[src/rtl/pipe_ctrl_pkg.sv]
// Shared types and constants for the 5-stage pipeline hazard sequencer.
package pipe_ctrl_pkg;

  typedef enum logic {
    RUN      = 1'b0,
    MEM_WAIT = 1'b1
  } state_e;

  typedef enum logic [1:0] {
    HZ_NONE,
    HZ_MEM,
    HZ_BR,
    HZ_LDUSE
  } hz_cause_e;

  localparam int unsigned MAX_WAIT_DEF = 16;
  localparam int unsigned WAIT_W       = 8;

endpackage

[src/rtl/sat_counter.sv]
// Up-counter that sticks at all-ones instead of wrapping.
module sat_counter #(
  parameter int unsigned CNT_W = 16
) (
  input  logic             clk,
  input  logic             reset_n,
  input  logic             inc,
  output logic [CNT_W-1:0] count
);

  logic [CNT_W-1:0] count_q, count_d;

  always_comb begin
    count_d = count_q;
    if (inc && (count_q != '1)) count_d = count_q + CNT_W'(1);
  end

  always_ff @(posedge clk or negedge reset_n) begin
    if (!reset_n) count_q <= '0;
    else          count_q <= count_d;
  end

  assign count = count_q;

endmodule

[src/rtl/pipe_hazard_ctrl.sv]
// Hold/flush sequencer for the 5-stage CPU: load-use, taken branch in MEM,
// and data-memory wait freeze with timeout, plus stall/flush counters.
import pipe_ctrl_pkg::*;

module pipe_hazard_ctrl #(
  parameter int unsigned MAX_WAIT = MAX_WAIT_DEF,
  parameter int unsigned CNT_W    = 16,
  parameter int unsigned REG_W    = 5
) (
  input  logic             clk,
  input  logic             reset_n,
  input  logic             MemReadEX,
  input  logic [REG_W-1:0] writeregEX,
  input  logic [REG_W-1:0] rsID,
  input  logic [REG_W-1:0] rtID,
  input  logic             useRtID,
  input  logic             beqMEM,
  input  logic             bneMEM,
  input  logic             ALUzeroMEM,
  input  logic             MemReadMEM,
  input  logic             MemWriteMEM,
  input  logic             dmem_ready,
  output logic             dmem_req,
  output logic             pcsrcMEM,
  output logic             stallIF,
  output logic             stallID,
  output logic             holdEX,
  output logic             holdMEM,
  output logic             flushID,
  output logic             flushEX,
  output logic             flushMEM,
  output logic             timeout_err,
  output logic [CNT_W-1:0] stall_cnt,
  output logic [CNT_W-1:0] flush_cnt
);

  state_e            state_q, state_d;
  logic [WAIT_W-1:0] wait_cnt_q, wait_cnt_d;
  logic              timeout_err_q, timeout_err_d;
  logic              memop, taken, lduse;
  hz_cause_e         cause;

  // Hazard arbitration and next-state; controls are zero-latency.
  always_comb begin
    memop = MemReadMEM | MemWriteMEM;
    taken = (beqMEM & ALUzeroMEM) | (bneMEM & ~ALUzeroMEM);
    lduse = MemReadEX && (writeregEX != '0) &&
            ((writeregEX == rsID) || (useRtID && (writeregEX == rtID)));

    state_d       = state_q;
    wait_cnt_d    = wait_cnt_q;
    timeout_err_d = timeout_err_q;
    cause         = HZ_NONE;
    dmem_req      = 1'b0;

    if (state_q == MEM_WAIT) begin
      cause    = HZ_MEM;
      dmem_req = 1'b1;
      if (dmem_ready) begin
        state_d    = RUN;
        wait_cnt_d = '0;
      end else if (wait_cnt_q == WAIT_W'(MAX_WAIT)) begin
        // Abandon the access; the sticky flag records it.
        timeout_err_d = 1'b1;
        state_d       = RUN;
        wait_cnt_d    = '0;
      end else begin
        wait_cnt_d = wait_cnt_q + WAIT_W'(1);
      end
    end else begin
      dmem_req = memop;
      if (memop && !dmem_ready) begin
        cause      = HZ_MEM;
        state_d    = MEM_WAIT;
        wait_cnt_d = WAIT_W'(1);
      end else if (taken) begin
        cause = HZ_BR;
      end else if (lduse) begin
        cause = HZ_LDUSE;
      end
    end

    stallIF  = (cause == HZ_MEM) || (cause == HZ_LDUSE);
    stallID  = (cause == HZ_MEM) || (cause == HZ_LDUSE);
    holdEX   = (cause == HZ_MEM);
    holdMEM  = (cause == HZ_MEM);
    pcsrcMEM = (cause == HZ_BR);
    flushID  = (cause == HZ_BR);
    flushEX  = (cause == HZ_BR) || (cause == HZ_LDUSE);
    flushMEM = (cause == HZ_BR);

    if (!reset_n) begin
      {dmem_req, pcsrcMEM, stallIF, stallID, holdEX, holdMEM,
       flushID, flushEX, flushMEM} = '0;
    end
  end

  always_ff @(posedge clk or negedge reset_n) begin
    if (!reset_n) begin
      state_q       <= RUN;
      wait_cnt_q    <= '0;
      timeout_err_q <= 1'b0;
    end else begin
      state_q       <= state_d;
      wait_cnt_q    <= wait_cnt_d;
      timeout_err_q <= timeout_err_d;
    end
  end

  assign timeout_err = timeout_err_q;

  sat_counter #(.CNT_W(CNT_W)) u_stall_cnt (
    .clk     (clk),
    .reset_n (reset_n),
    .inc     (stallIF),
    .count   (stall_cnt)
  );

  sat_counter #(.CNT_W(CNT_W)) u_flush_cnt (
    .clk     (clk),
    .reset_n (reset_n),
    .inc     (pcsrcMEM),
    .count   (flush_cnt)
  );

endmodule
[config.mk]
export PLATFORM = sky130hd
export DESIGN_NAME = pipe_hazard_ctrl
export DESIGN_NICKNAME = d
export VERILOG_FILES = /design/src/rtl/pipe_ctrl_pkg.sv /design/src/rtl/sat_counter.sv /design/src/rtl/pipe_hazard_ctrl.sv
export SDC_FILE = /design/constraint.sdc
export NUM_CORES = 1
export LEC_CHECK = 0
export CAP_MARGIN = 0
export CELL_PAD_IN_SITES_DETAIL_PLACEMENT = 0
export CELL_PAD_IN_SITES_GLOBAL_PLACEMENT = 1
export CORE_MARGIN = 8
export CORE_UTILIZATION = 37
export DETAILED_ROUTE_END_ITERATION = 10
export PLACE_DENSITY = 0.88
export SLEW_MARGIN = 0
export SYNTH_ARGS = -nofsm -noshare
export SYNTH_HDL_FRONTEND = slang
export SYNTH_HIERARCHICAL = 1
export SYNTH_SLANG_ARGS = --single-unit
[constraint.sdc]
create_clock -name clk -period 2.95 [get_ports clk]
set_input_delay 0.59 -clock clk [delete_from_list [all_inputs] [get_ports clk]]
set_output_delay 0.59 -clock clk [all_outputs]
set_load 0.02 [all_outputs]
==> results by group, run 1 <==
STA
  – Max_slew headroom: 0.7543
  – Final hold vios: 0
  – FMAX: 347.9 MHz
  – Final setup viols: 0
  – Final number of max-transition violations: 0
  – Min Tclk post-route: 2874 ps
  – Worst-margin pin slew: 367.6 ps
  – Crit share post-route: 0.9743
  – Clk_skew: 6.787 ps
  – Final WS setup: 75.79 ps
  – RSZ-0062 raised after global routing: false

Cells and area
  – Footprint of the multi-input gates: 1383 um2
  – Fin area: 3471 um2
  – Fin nets: 343
  – Fill cell count: 586
  – Antenna Diode Count: 0
  – Layout cells sized above 1: 0.1778
  – Area occupied by registers: 1051 um2
  – Syn-to-layout area delta: 39.54%
  – Layout Cells excl Fill: 395

Critical path
  – Maximum fanout along the worst path: 3
  – Slowest CP cell: clkdlybuf4s50_1
  – CP arrival: 2280 ps
  – CP Capture Type: primary output
  – Crit-path leading delay family: buffers and inverters
  – R2R setup slack: 980 ps
  – Critical setup path kind: in2out
  – Worst setup SP type: input pin
  – Critical Path Max Stage Delay: 430 ps
  – CP cell instances: clkdlybuf4s50_1 > xor2_1 > nor4_2 > a32oi_1 > o32ai_2 > buf_4 > buf_2
  – CP Buf/Inv Count: 3
  – Worst Path Required: 2360 ps

Outcome
  – Status: completed

Power
  – Psw: 606.2 uW
  – PnR Total Power: 1887 uW
  – Sequential Power Share: 0.414
  – Sw frac: 0.3213
  – Maximum vdd drop: 0.0003480 V
  – Int Pwr: 1281 uW
  – Power per Cell Area: 543.6 nW/um2
  – LEAKAGE: 0.001517 uW
  – Clock power share: 0.298
  – Gate power share: 0.288

Placement
  – RePlAce Congestion: 0.8303
  – DPL Wire Length: 4.931 mm
  – Port bufs: 66
  – Area after DPL: 3328 um2
  – Setup WS pre-CTS: -400.1 ps
  – Post-Place Cells: 386

CTS
  – Total CTS buffers: 5
  – CTS sink count: 42
  – Clk buf depth: 2
  – Clock latency on the worst-skew pair: 290 ps
  – Clock-pin slew on the worst setup and hold paths: 90 ps
  – CTS root buffer: clkbuf_8
  – CTS tree: yes
  – Htree depth: 2

Synth
  – EDFF count, synth: 0
  – Ys async rst share: 1.000
  – Mean Syn Cell Area: 10.81 um2
  – Most frequent cells after synthesis: dfrtp_1, nand4_1, xor2_1
  – Sequential share of the synthesized area: 0.4225
  – Yosys top cell area share: 0.4225
  – Synth warn: 6
  – Cell Area, Synth: 2487 um2
  – Mapped Nets: 259
  – Synth area leader: dfrtp_1
  – Count leader, synth: dfrtp_1
  – Flops & latches, synth: 42
  – Post-Syn Instances: 230
  – Area contributors post-synth: dfrtp_1, xor2_1, nand4_1
  – Most used DFF post-synth: dfrtp_1
  – Netlist cell types: 50

Routing
  – DR vias/cell: 5.478
  – Wire per inst: 16.41 um
  – Total vias in the final route: 2164
  – WL final: 6.483 mm
  – Post-route ant nets: 0
  – Detailed Routing Iterations Pass 1: 5
  – DRC: 0
  – DRT iter0 DRCs: 109

Global route
  – Vias in the first global route: 2247
  – GRT Total Usage: 0.1391
  – First-pass GRT wire length: 11.09 mm
  – Global route total overflow: 0
  – Pin count of the biggest net entering global routing: 23
  – Initial antenna violation count: 0

Hold path
  – Hold/Removal Path Class: in2async

Floorplanning
  – Initial Utilization: 0.3744
  – Die Area: 9602 um2
  – Std cell rows: 30
  – Die height: 97.99 um
  – I/O pin cnt: 67
  – Die width: 97.99 um
  – Core area: 6644 um2

Flow run
  – Max-Cap Viols: 0
==> power by group through the flow <==
| stage | sequential, uW | clock (uW) | combinational (uW) |
|---|---|---|---|
| after floorplan | 842 | 0 | 209 |
| after global routing | 797 | 603 | 582 |
| after global placement | 790 | 0 | 537 |
| after detailed placement | 792 | 0 | 552 |
| after CTS | 783 | 579 | 554 |
| final | 781 | 562 | 544 |
==> final cells by class <==
| class | count | share of cell area |
|---|---|---|
| multi-input cells | 177 | 0.3983 |
| flip-flops and latches | 42 | 0.3028 |
| repair buffers | 83 | 0.2235 |
| well taps | 80 | 0.02884 |
| clock buffers | 6 | 0.02379 |
| clock inverters | 2 | 0.01730 |
| inverters | 5 | 0.005407 |
==> flip-flops by register name, summed over array words and instances (netlist names) <==
signal and count:
state_q 1, u_stall_cnt/count 16, wait_cnt_q 8, u_flush_cnt/count 16
timeout_err 1
==> placed cells by master, fill, tap and decap left out, types with 3 or more instances in the layout <==
master and count:
a31oi_1 6, clkbuf_8 6, xnor2_1 11, clkdlybuf4s50_1 59, ha_1 4, nor2_1 13
and3_1 6, buf_4 17, o21a_1 10, nand3_1 14, dfrtp_1 42, a32oi_1 3
nor4_4 4, nor3_1 3, o21ai_0 5, dlymetal6s2s_1 3, a21oi_1 7, buf_2 4
xor2_1 16, nand4_1 16, inv_1 5, nand2_1 13
==> layer usage <==
| metal | share of wire | GRT usage |
|---|---|---|
| met1 | 0.47 | 0.1777 |
| met5 | 0 | 0 |
| met3 | 0.044 | 0.03058 |
| met4 | 0.0059 | 0.03957 |
| met2 | 0.48 | 0.2292 |
==> what timing repair did <==
| action | CTS | global route |
|---|---|---|
| endpoints found under the hold margin | 0 | 0 |
| pin swaps | 1 | 2 |
| buffers inserted | 1 | 0 |
| resized for setup | 13 | 4 |
| cloned | 0 | 0 |
| setup endpoints to repair | 3 | 6 |
| hold buffers | 0 | 0 |
==> through the flow <==
| step | util | hold WS, ps | TNS, ps |
|---|---|---|---|
| 6_report | 0.5224 | 321.7 | 0 |
| 5_1_grt | 0.5224 | 348.4 | 0 |
| 4_1_cts | 0.5213 | 332.2 | 0 |
| 3_5_place_dp | 0.5009 | 467.1 | -2243 |
| 3_3_place_gp | 0.5009 | 469.1 | -1508 |
| 2_1_floorplan | - | 294.4 | 0 |
==> worst reg2reg max path: stages, from the launching register on <==
cell	delay [ps]
dfrtp_1	510
nor2_4	200
nand2_1	90
inv_1	130
buf_4	170
and3_1	280
and4_2	290
a31oi_1	100
a31oi_1	140
==> worst paths after layout <==
| check | from | endpoint | cells past startpoint |
|---|---|---|---|
| max | writeregEX[4] | stallID | 7 |
| min | reset_n | state_q | 2 |
| max reg2reg | state_q | u_flush_cnt/count[7] | 8 |
| min reg2reg | timeout_err | timeout_err | 1 |
| max in group asynchronous | reset_n | u_stall_cnt/count[11] | 2 |
| min in group clk | timeout_err | timeout_err | 1 |
==> logic make-up (layout without fill, tap and decap cells) <==
group / count (synthesis) / count (layout) / synth area share
simple gates: 96 / 96 / 0.2827
compound gates: 47 / 47 / 0.1419
buf+inv: 11 / 96 / 0.02465
fa+ha+maj: 4 / 4 / 0.02012
flops: 42 / 42 / 0.4225
xor+xnor: 27 / 27 / 0.09507
mux: 3 / 3 / 0.01308
Note: power is estimated with default switching activity, not from simulation.
==> run 2: changes to the inputs <==
--- a/config.mk
+++ b/config.mk
@@ -11,9 +11,11 @@
 export CORE_MARGIN = 8
 export CORE_UTILIZATION = 37
 export DETAILED_ROUTE_END_ITERATION = 10
+export HOLD_SLACK_MARGIN = 0.05
 export PLACE_DENSITY = 0.88
 export SLEW_MARGIN = 0
 export SYNTH_ARGS = -nofsm -noshare
 export SYNTH_HDL_FRONTEND = slang
 export SYNTH_HIERARCHICAL = 1
 export SYNTH_SLANG_ARGS = --single-unit
+export TNS_END_PERCENT = 30
==> results by group, run 2 (synthesized netlist as in run 1, its figures left out) <==
Floorplanning
  – Std cell rows: 30
  – Die width: 97.99 um
  – I/O pin cnt: 67
  – Core area: 6644 um2
  – Die Area: 9602 um2
  – Initial Utilization: 0.3744
  – Die height: 97.99 um

Power
  – Maximum vdd drop: 0.0003479 V
  – Sequential Power Share: 0.413
  – Sw frac: 0.3226
  – PnR Total Power: 1890 uW
  – Clock power share: 0.299
  – LEAKAGE: 0.001529 uW
  – Psw: 609.6 uW
  – Gate power share: 0.288
  – Int Pwr: 1280 uW
  – Power per Cell Area: 543.5 nW/um2

Routing
  – Detailed Routing Iterations Pass 1: 4
  – WL final: 6.502 mm
  – DRT iter0 DRCs: 97
  – Wire per inst: 16.50 um
  – DR vias/cell: 5.505
  – Post-route ant nets: 0
  – DRC: 0
  – Total vias in the final route: 2169

Cells and area
  – Footprint of the multi-input gates: 1390 um2
  – Commonest non-fill, non-tap cell in the layout: clkdlybuf4s50_1
  – Layout cells sized above 1: 0.1752
  – Antenna Diode Count: 0
  – Area occupied by registers: 1051 um2
  – Final core utilization: 0.5234
  – Fill cell count: 587
  – Syn-to-layout area delta: 39.79%
  – Most frequent cells in the layout: clkdlybuf4s50_1, dfrtp_1, xor2_1, buf_4, nand4_1
  – Fin area: 3477 um2
  – Fin nets: 342

Placement
  – Port bufs: 66
  – RePlAce Congestion: 0.8303
  – DPL Wire Length: 4.931 mm
  – Area after DPL: 3328 um2

Global route
  – GRT Total Usage: 0.1390
  – Global route total overflow: 0
  – Initial antenna violation count: 0
  – First-pass GRT wire length: 11.08 mm
  – Vias in the first global route: 2249
  – Pin count of the biggest net entering global routing: 23

CTS
  – Clk buf depth: 2
  – Clock-pin slew on the worst setup and hold paths: 90 ps
  – Htree depth: 2
  – CTS sink count: 42
  – CTS root buffer: clkbuf_8
  – Total CTS buffers: 5
  – CTS tree: yes
  – Clock latency on the worst-skew pair: 290 ps

STA
  – Final number of max-transition violations: 0
  – Min Tclk post-route: 2891 ps
  – RSZ-0062 raised after global routing: false
  – Clk_skew: 8.277 ps
  – Final hold vios: 0
  – Crit share post-route: 0.9800
  – Max_slew headroom: 0.7539
  – Final TNS setup: 0 ps
  – Worst-margin pin slew: 368.2 ps
  – FMAX: 345.9 MHz
  – Final setup viols: 0

Flow run
  – Max-Cap Viols: 0

Critical path
  – Critical setup path kind: in2out
  – Reg2reg start: state_q
  – Worst setup SP type: input pin
  – CP arrival: 2300 ps
  – CP Capture Type: primary output
  – Maximum fanout along the worst path: 3
  – Worst Setup SP: writeregEX[3]
  – Worst Path Required: 2360 ps

Hold path
  – Hold/Removal Path Class: in2async

Outcome
  – Status: completed
==> run 2: area by class of cell <==
cell class,count,area share
multi-input combinational,177,0.3998
timing repair buffer,82,0.2227
tap,80,0.02879
clock inverter,2,0.01727
inverter,5,0.005398
sequential,42,0.3023
clock buffer,6,0.02375
==> run 2: final timing paths <==
check	endpoint	slack [ps]	depth (start not counted)
setup / recovery	stallID	60	7
hold / removal	state_q	320	2
setup reg to reg	u_flush_cnt/count[7]	980	8
hold reg to reg	timeout_err	480	1
max in group asynchronous	u_stall_cnt/count[11]	2380	2
min in group clk	timeout_err	480	1
==> run 2: power groups by stage <==
stage	combinational, uW	sequential, uW	clock (uW)
6_report	544	780	565
2_1_floorplan	209	842	0
5_1_grt	582	797	603
3_3_place_gp	537	790	0
4_1_cts	553	783	579
3_5_place_dp	552	792	0
==> run 2: metrics by stage <==
stage	hold WS [ps]	worst slack [ps]	std cells
CTS	332.2	11.59	394
global placement	469.1	-361.7	386
detailed placement	467.1	-400.1	386
global route	348.4	3.956	394
finish	320.4	58.86	394
floorplan	294.4	233.6	230
==> run 2: worst max-delay path, stage by stage <==
cell	delay [ps]
clkdlybuf4s50_1	470
xor2_1	200
nor4_2	250
a32oi_2	170
o32ai_2	280
buf_4	180
buf_2	160
==> run 2: repair_timing <==
item,CTS,global route
pin swaps,1,2
resized for setup,9,5
hold buffers,0,0
cloned,0,0
buffers inserted,0,0
endpoints found under the setup margin,3,7
==> run 2: routing by layer <==
| metal | vias to the layer above | part of all wire | GRT usage |
|---|---|---|---|
| li1 | 1041 | - | - |
| met1 | 1057 | 0.47 | 0.1773 |
| met2 | 69 | 0.47 | 0.2292 |
| met3 | 2 | 0.051 | 0.03058 |
| met4 | 0 | 0.0058 | 0.03957 |
| met5 | - | 0 | 0 |
